## src/rtl/fifo_step_player.sv

```systemverilog
// Motion FIFO consumer: pops (step mask, dwell) records and plays each one out as
// a step pulse of PULSE_CYCLES cycles, followed by a dwell gap of dwell*TICK_DIV cycles.
module fifo_step_player #(
    parameter int WORD_SIZE    = 8,
    parameter int CHANNELS     = 8,
    parameter int PULSE_CYCLES = 12,
    parameter int TICK_DIV     = 12
) (
    input  logic                   clk,
    input  logic                   reset,
    input  logic                   enable,
    input  logic                   fifo_empty,
    input  logic [2*WORD_SIZE-1:0] fifo_data,
    output logic                   fifo_read_en,
    output logic [CHANNELS-1:0]    steps,
    output logic                   busy,
    output logic                   underrun,
    output logic [15:0]            records_done
);

    // state | meaning
    // IDLE  | waiting for enable and a queued record
    // FETCH | pop request to the FIFO
    // LATCH | popped record on fifo_data, load mask and pulse timer
    // PULSE | step pins high, pulse timer counting down
    // GAP   | step pins low, dwell timer counting down
    typedef enum logic [2:0] {IDLE, FETCH, LATCH, PULSE, GAP} state_t;

    localparam int DW_W  = WORD_SIZE + $clog2(TICK_DIV + 1);
    localparam int PC_W  = $clog2(PULSE_CYCLES + 1);
    localparam int CNT_W = (DW_W > PC_W) ? DW_W : PC_W;

    state_t               state;
    state_t               state_next;
    logic [CNT_W-1:0]     cnt;
    logic [CNT_W-1:0]     gap_load;
    logic [WORD_SIZE-1:0] dwell_q;
    logic                 done;

    // Full-width product so the largest dwell is never truncated.
    assign gap_load = CNT_W'(dwell_q) * CNT_W'(TICK_DIV);

    always_comb begin
        state_next   = state;
        done         = 1'b0;
        fifo_read_en = 1'b0;
        unique case (state)
            IDLE:  if (enable && !fifo_empty) state_next = FETCH;
            FETCH: begin
                fifo_read_en = !fifo_empty && !reset;
                state_next   = LATCH;
            end
            LATCH: state_next = PULSE;
            PULSE: begin
                if (cnt == '0) begin
                    if (dwell_q == '0) done = 1'b1;
                    else               state_next = GAP;
                end
            end
            GAP:   if (cnt <= CNT_W'(1)) done = 1'b1;
            default: state_next = IDLE;
        endcase
        if (done) state_next = (enable && !fifo_empty) ? FETCH : IDLE;
    end

    always_ff @(posedge clk) begin
        if (reset) begin
            state        <= IDLE;
            steps        <= '0;
            busy         <= 1'b0;
            underrun     <= 1'b0;
            records_done <= '0;
            cnt          <= '0;
            dwell_q      <= '0;
        end else begin
            state <= state_next;
            busy  <= (state_next != IDLE);
            unique case (state)
                LATCH: begin
                    steps   <= fifo_data[CHANNELS-1:0];
                    dwell_q <= fifo_data[2*WORD_SIZE-1:WORD_SIZE];
                    cnt     <= CNT_W'(PULSE_CYCLES - 1);
                end
                PULSE: begin
                    if (cnt == '0) begin
                        steps <= '0;
                        cnt   <= gap_load;
                    end else begin
                        cnt <= cnt - 1'b1;
                    end
                end
                GAP:   if (cnt != '0) cnt <= cnt - 1'b1;
                default: ;
            endcase
            if (done) records_done <= records_done + 16'd1;
            underrun <= enable ? (underrun | (done && fifo_empty)) : 1'b0;
        end
    end

endmodule

```

## config.mk

```make
export PLATFORM = sky130hd
export DESIGN_NAME = fifo_step_player
export DESIGN_NICKNAME = d
export VERILOG_FILES = /design/src/rtl/fifo_step_player.sv
export SDC_FILE = /design/constraint.sdc
export NUM_CORES = 1
export LEC_CHECK = 0
export CORE_UTILIZATION = 45
export DETAILED_ROUTE_END_ITERATION = 12
export HOLD_SLACK_MARGIN = 0.08
export PLACE_DENSITY = 0.69
export SYNTH_ARGS = -nofsm -noshare
export SYNTH_HDL_FRONTEND = slang
export SYNTH_SLANG_ARGS = --single-unit
```

## constraint.sdc

```tcl
create_clock -name clk -period 3.4 [get_ports clk]
set_input_delay 0.68 -clock clk [delete_from_list [all_inputs] [get_ports clk]]
set_output_delay 0.68 -clock clk [all_outputs]
set_load 0.005 [all_outputs]
```

## Yosys cells after proc, flatten, opt, wreduce, memory -nomap -nowiden

Index checks and enable logic that the tools add are counted.
W data, S select, Z words.

- Reductions and logical operators: 15
- Multiply operators: 1
- Multiplexer cells: 16
- Equal/unequal tests: 6
- Order comparisons: 1
- Bitwise gates (word level): 2
- $add $sub $neg: 2

Operators by type and width:

| cell | number |
|---|---|
| $pmux W12 S3 | 1 |
| $mux W12 | 2 |
| $add A16 B1 Y16 const B | 1 |
| $pmux W8 S2 | 1 |
| $pmux W3 S5 | 1 |
| $le A12 B1 Y1 const B | 1 |
| $logic_not A12 Y1 | 1 |
| $mux W3 | 4 |
| $reduce_bool A12 Y1 | 1 |
| $sub A12 B1 Y12 const B | 1 |
| $mul A8 B2 Y10 const B | 1 |
| $logic_not A8 Y1 | 1 |
| $mux W8 | 1 |
| $eq A3 B2 Y1 const B | 2 |
| $reduce_bool A3 Y1 | 2 |
| $mux W1 | 5 |
| $ne A2 B2 Y1 const B | 2 |
| $reduce_and A2 Y1 | 2 |
| $eq A3 B1 Y1 const B | 1 |
| $eq A3 B3 Y1 const B | 1 |
| $logic_and A1 B1 Y1 | 3 |
| $logic_not A3 Y1 | 1 |
| $logic_not A1 Y1 | 2 |
| $pmux W1 S2 | 1 |
| 4 further kinds | 4 |

- Output and inout bits: 27
- Bits in registers: 49
- Input bits: 20

## Depth between registers and ports, before layout

- Depth after elaboration: 6
- Mapped depth: 9
- Mapped depth without buffers: 9

## Worst setup path after synthesis

OpenSTA, ideal clock, no wires.

- Path kind: register to register
- Start point: register dwell_q[2]
- End point: register cnt[9]
- Setup time: 0.131 ns
- Arrival: 1.678 ns
- Required time: 3.269 ns
- Stages on the path, launching flop included: 8
- Setup slack: 1.591 ns
- Buffers on the path: 0
- Path through: dfxtp_1 inv_1 ha_1 nor2b_1 o31ai_1 a21boi_0 o311ai_0 a21oi_1

- Word-level cells in the longest chain between the ends: 3

RTL lines:

| what | line | source |
|---|---|---|
| start, declared | 37 | `logic [WORD_SIZE-1:0] dwell_q;` |
| start signal, assigned | 81 | `dwell_q <= fifo_data[2*WORD_SIZE-1:WORD_SIZE];` |
| $mul A8 B2 Y10 | 41 | `assign gap_load = CNT_W'(dwell_q) * CNT_W'(TICK_DIV);` |
| $mux W12 | 85 | `if (cnt == '0) begin` |
| $pmux W12 S3 | 78 | `unique case (state)` |
| end signal, assigned | 82 | `cnt <= CNT_W'(PULSE_CYCLES - 1);` |
| end signal, assigned | 87 | `cnt <= gap_load;` |
| end signal, assigned | 89 | `cnt <= cnt - 1'b1;` |
| end, declared | 35 | `logic [CNT_W-1:0] cnt;` |

Every way passes these cells.
A chain may end at the register's enable or synchronous reset.

## Worst setup path in the final report

- Start point: input reset
- End point: output fifo_read_en

- Word-level cells in the longest chain between the ends: 3

RTL lines:

| what | line | source |
|---|---|---|
| start, declared | 10 | `input logic reset,` |
| $logic_not A1 Y1 | 50 | `fifo_read_en = !fifo_empty && !reset;` |
| $logic_and A1 B1 Y1 | 50 |  |
| $mux W1 | 47 | `unique case (state)` |
| end, declared | 14 | `output logic fifo_read_en,` |

Every way passes these cells.

==> flow_summary_export.csv <==
group,metric,value,unit
clock_tree,cts-root-buf,"clkbuf_8",
setup_path,max_stage_delay,500,ps
global_route,antenna_found_initial,0,
floorplan,initial_utilization,47.9,%
floorplan,die_y,82.3,um
sta,min_period,2580,ps
power_and_ir_drop,swShare,37.5,%
routing,antenna_left,0,
yosys,async_flop_share,0,%
clock_tree,cts_setup_buffers,0,
setup_path,crit_slowest_cell,"clkdlybuf4s50_1",
sta,max_slew_margin,45.8,%
yosys,post-synth-top-area-fraction,33.8,%
setup_path,crit_family,"buffers and inverters",
final_layout,area_delta_synth_final,18.6,%
flow_run,cap_violations,0,
floorplan,core_area,6060,um2
sta,fmax,388,MHz
global_route,grt_max_degree,47,
sta,finalCritPeriodShare,75.8,%
clock_tree,cts_buffer_depth,2,
global_route,first_global_vias,2433,
final_layout,final_nets,428,
power_and_ir_drop,p_int,1.04,mW
setup_path,crit_chain,"clkdlybuf4s50_1, nor2_1, and3_1, clkdlybuf4s50_1",
setup_path,critPathMaxFanout,2,
sta,hold_viol,0,
clock_tree,cts_tree,"done",
setup_path,r2r-end,"cnt[2]",
yosys,synth_area_per_cell,8.22,um2
setup_path,r2r-start,"cnt[0]",
routing,routed_wl,6520,um
yosys,ys.flop_type,"dfxtp_1",
floorplan,dieArea,6780,um2
clock_tree,clkSinkCount,49,
final_layout,antenna_cells,0,
setup_path,critPathBufInv,2,
yosys,syn_nets,390,
setup_path,cp-end-kind,"output pin",
global_route,grt_overflow,0,
floorplan,std_cell_rows,28,
sta,rsz0062_at_grt,"no",
sta,worst_pin_slew,811,ps
setup_path,start_kind,"primary input",
sta,tns,0,ps
clock_tree,ctsResizeCount,0,
yosys,synthTopCellsByCount,"dfxtp_1 (49), nand2_1 (44), nor2_1 (40)",
yosys,synth_cells,353,
power_and_ir_drop,p_sw,623,uW
yosys,yosys_register_bits,49,
hold_path,worstHoldPathType,"reg -> reg",
yosys,syn-cell-area,2900,um2
floorplan,fp.dieW,82.3,um
hold_path,min_from,"steps[3]",
final_layout,drive_gt1_share,7.65,%
floorplan,ios,47,
setup_path,crit_type,"in -> out",
setup_path,crit_required,2720,ps
place,hpwl,4670,um
yosys,yosysTopAreaCell,"dfxtp_1",
power_and_ir_drop,pwr-share-comb,36.1,%
routing,vias,2555,
setup_path,arrival,1900,ps
routing,drt-initial-drc-count,151,
clock_tree,path_clk_slew,90,ps
routing,wire_per_inst,14.0,um
power_and_ir_drop,power_density,482,nW/um2
clock_tree,htreeDepth,2,
status,status,"complete, no violations",
setup_path,r2r.worst_path.cells,7,
power_and_ir_drop,vdd_drop_max,0.256,mV
yosys,yosysWarnings,0,
place,portBuffers,46,
routing,dr.pass1.iters,4,
power_and_ir_drop,p_seq_share,41.9,%
clock_tree,ctsHoldBuffers,0,
setup_path,crit_top_cell,"clkdlybuf4s50_1",
hold_path,whs_path_depth,2,
sta,whs,476,ps
power_and_ir_drop,pwr-share-clk,22.0,%
sta,finalSetupViolations,0,
sta,slew_violations,0,
routing,route.detailed.drc,0,
power_and_ir_drop,power.total,1.66,mW
yosys,synth.area.top_cells,"dfxtp_1 (34%), ha_1 (6.9%), nand2_1 (5.7%)",
routing,vias_per_cell,5.47,
yosys,synth_most_common_cell,"dfxtp_1",
yosys,synth_seq_area_share,33.8,%
hold_path,worstHoldEndpoint,"steps[3]",
yosys,synth_edf_count,0,
global_route,grt.total_usage,21.7,%
yosys,synth_cell_type_count,64,
sta,skew,3.11,ps
setup_path,reg2reg_slack,1270,ps
place,place_congestion,0.905,
clock_tree,numCtsBuffers,5,
global_route,grt_pass1_wl,11300,um
power_and_ir_drop,leakage,1.23,nW
clock_tree,clock_latency,300,ps
[worst min-delay path: stages, from the launching register on]
cell and delay (ps):
dfxtp_1 320, nand3_1 60, a21oi_1 60
[registers in the layout (all words and copies together) (netlist names)]
| name | cells |
|---|---|
| records_done | 16 |
| state | 3 |
| underrun | 1 |
| busy | 1 |
| dwell_q | 8 |
| cnt | 12 |
| steps | 8 |
[power groups by stage]
stage / Sequential [mW] / Clock [mW] / Combinational, mW
2_1_floorplan: 0.684 / 0 / 0.478
3_3_place_gp: 0.705 / 0 / 0.582
3_5_place_dp: 0.707 / 0 / 0.591
4_1_cts: 0.693 / 0.382 / 0.594
5_1_grt: 0.704 / 0.400 / 0.664
6_report: 0.695 / 0.365 / 0.599
[through the flow]
step	utilization (%)	cell area [um2]	cells	setup WS (ps)
detailed placement	55.2	3350	459	827
CTS	56.8	3440	467	814
finish	56.8	3440	467	822
global placement	55.2	3350	459	853
global route	56.8	3440	467	753
floorplan	-	2900	353	1590
[layout by cell type (no fill, tap or decap), drive strengths merged, types with 2 or more instances in the layout]
| cell | instances |
|---|---|
| and2 | 3 |
| clkdlybuf4s50 | 46 |
| o21a | 3 |
| a31oi | 2 |
| nand3 | 21 |
| clkbuf | 6 |
| nor4 | 4 |
| dfxtp | 49 |
| and4 | 4 |
| a22oi | 3 |
| nor3 | 12 |
| clkinv | 2 |
| xor2 | 9 |
| nand2 | 44 |
| nor2b | 2 |
| o22ai | 2 |
| a21oi | 32 |
| or2 | 2 |
| o32ai | 2 |
| nor2 | 41 |
| nor3b | 3 |
| inv | 17 |
| nand4 | 8 |
| ha | 16 |
| a211oi | 2 |
| o211ai | 4 |
| xnor2 | 11 |
| nand2b | 2 |
| and3 | 3 |
| o31ai | 2 |
| o21ai | 19 |
[kinds of logic after synthesis]
kind of cell | Yosys count | share of synthesized area (%)
buf+inv | 33 | 6.29
simple gates | 156 | 29.2
compound gates | 78 | 17.1
xor+xnor | 20 | 6.03
fa+ha+maj | 17 | 7.59
flops | 49 | 33.8
[per-layer routing]
metal | global-route usage, % | part of all wire, % | vias to the layer above
met3 | 4.95 | 5.1 | 11
li1 | - | - | 1312
met5 | 0 | 0 | -
met4 | 8.77 | 2.1 | 0
met1 | 29.5 | 50 | 1170
met2 | 33.1 | 43 | 62
[area by class of cell]
class / instances / area, um2
fill: 585 / 2620
clock inverter: 2 / 13.8
tap: 75 / 93.8
multi-input combinational: 271 / 1740
inverter: 17 / 63.8
timing repair buffer: 47 / 468
clock buffer: 6 / 82.6
sequential: 49 / 981
[worst max path at each step]
| stage | start | endpoint | slack, ps | cells after the start |
|---|---|---|---|---|
| floorplan | dwell_q[2] | cnt[9] | 1590 | 7 |
| global placement | reset | fifo_read_en | 850 | 4 |
| global route | reset | fifo_read_en | 750 | 4 |
| detailed placement | reset | fifo_read_en | 830 | 4 |
| CTS | reset | fifo_read_en | 810 | 4 |
| finish | reset | fifo_read_en | 820 | 4 |
(Power assumes the default switching activity.)
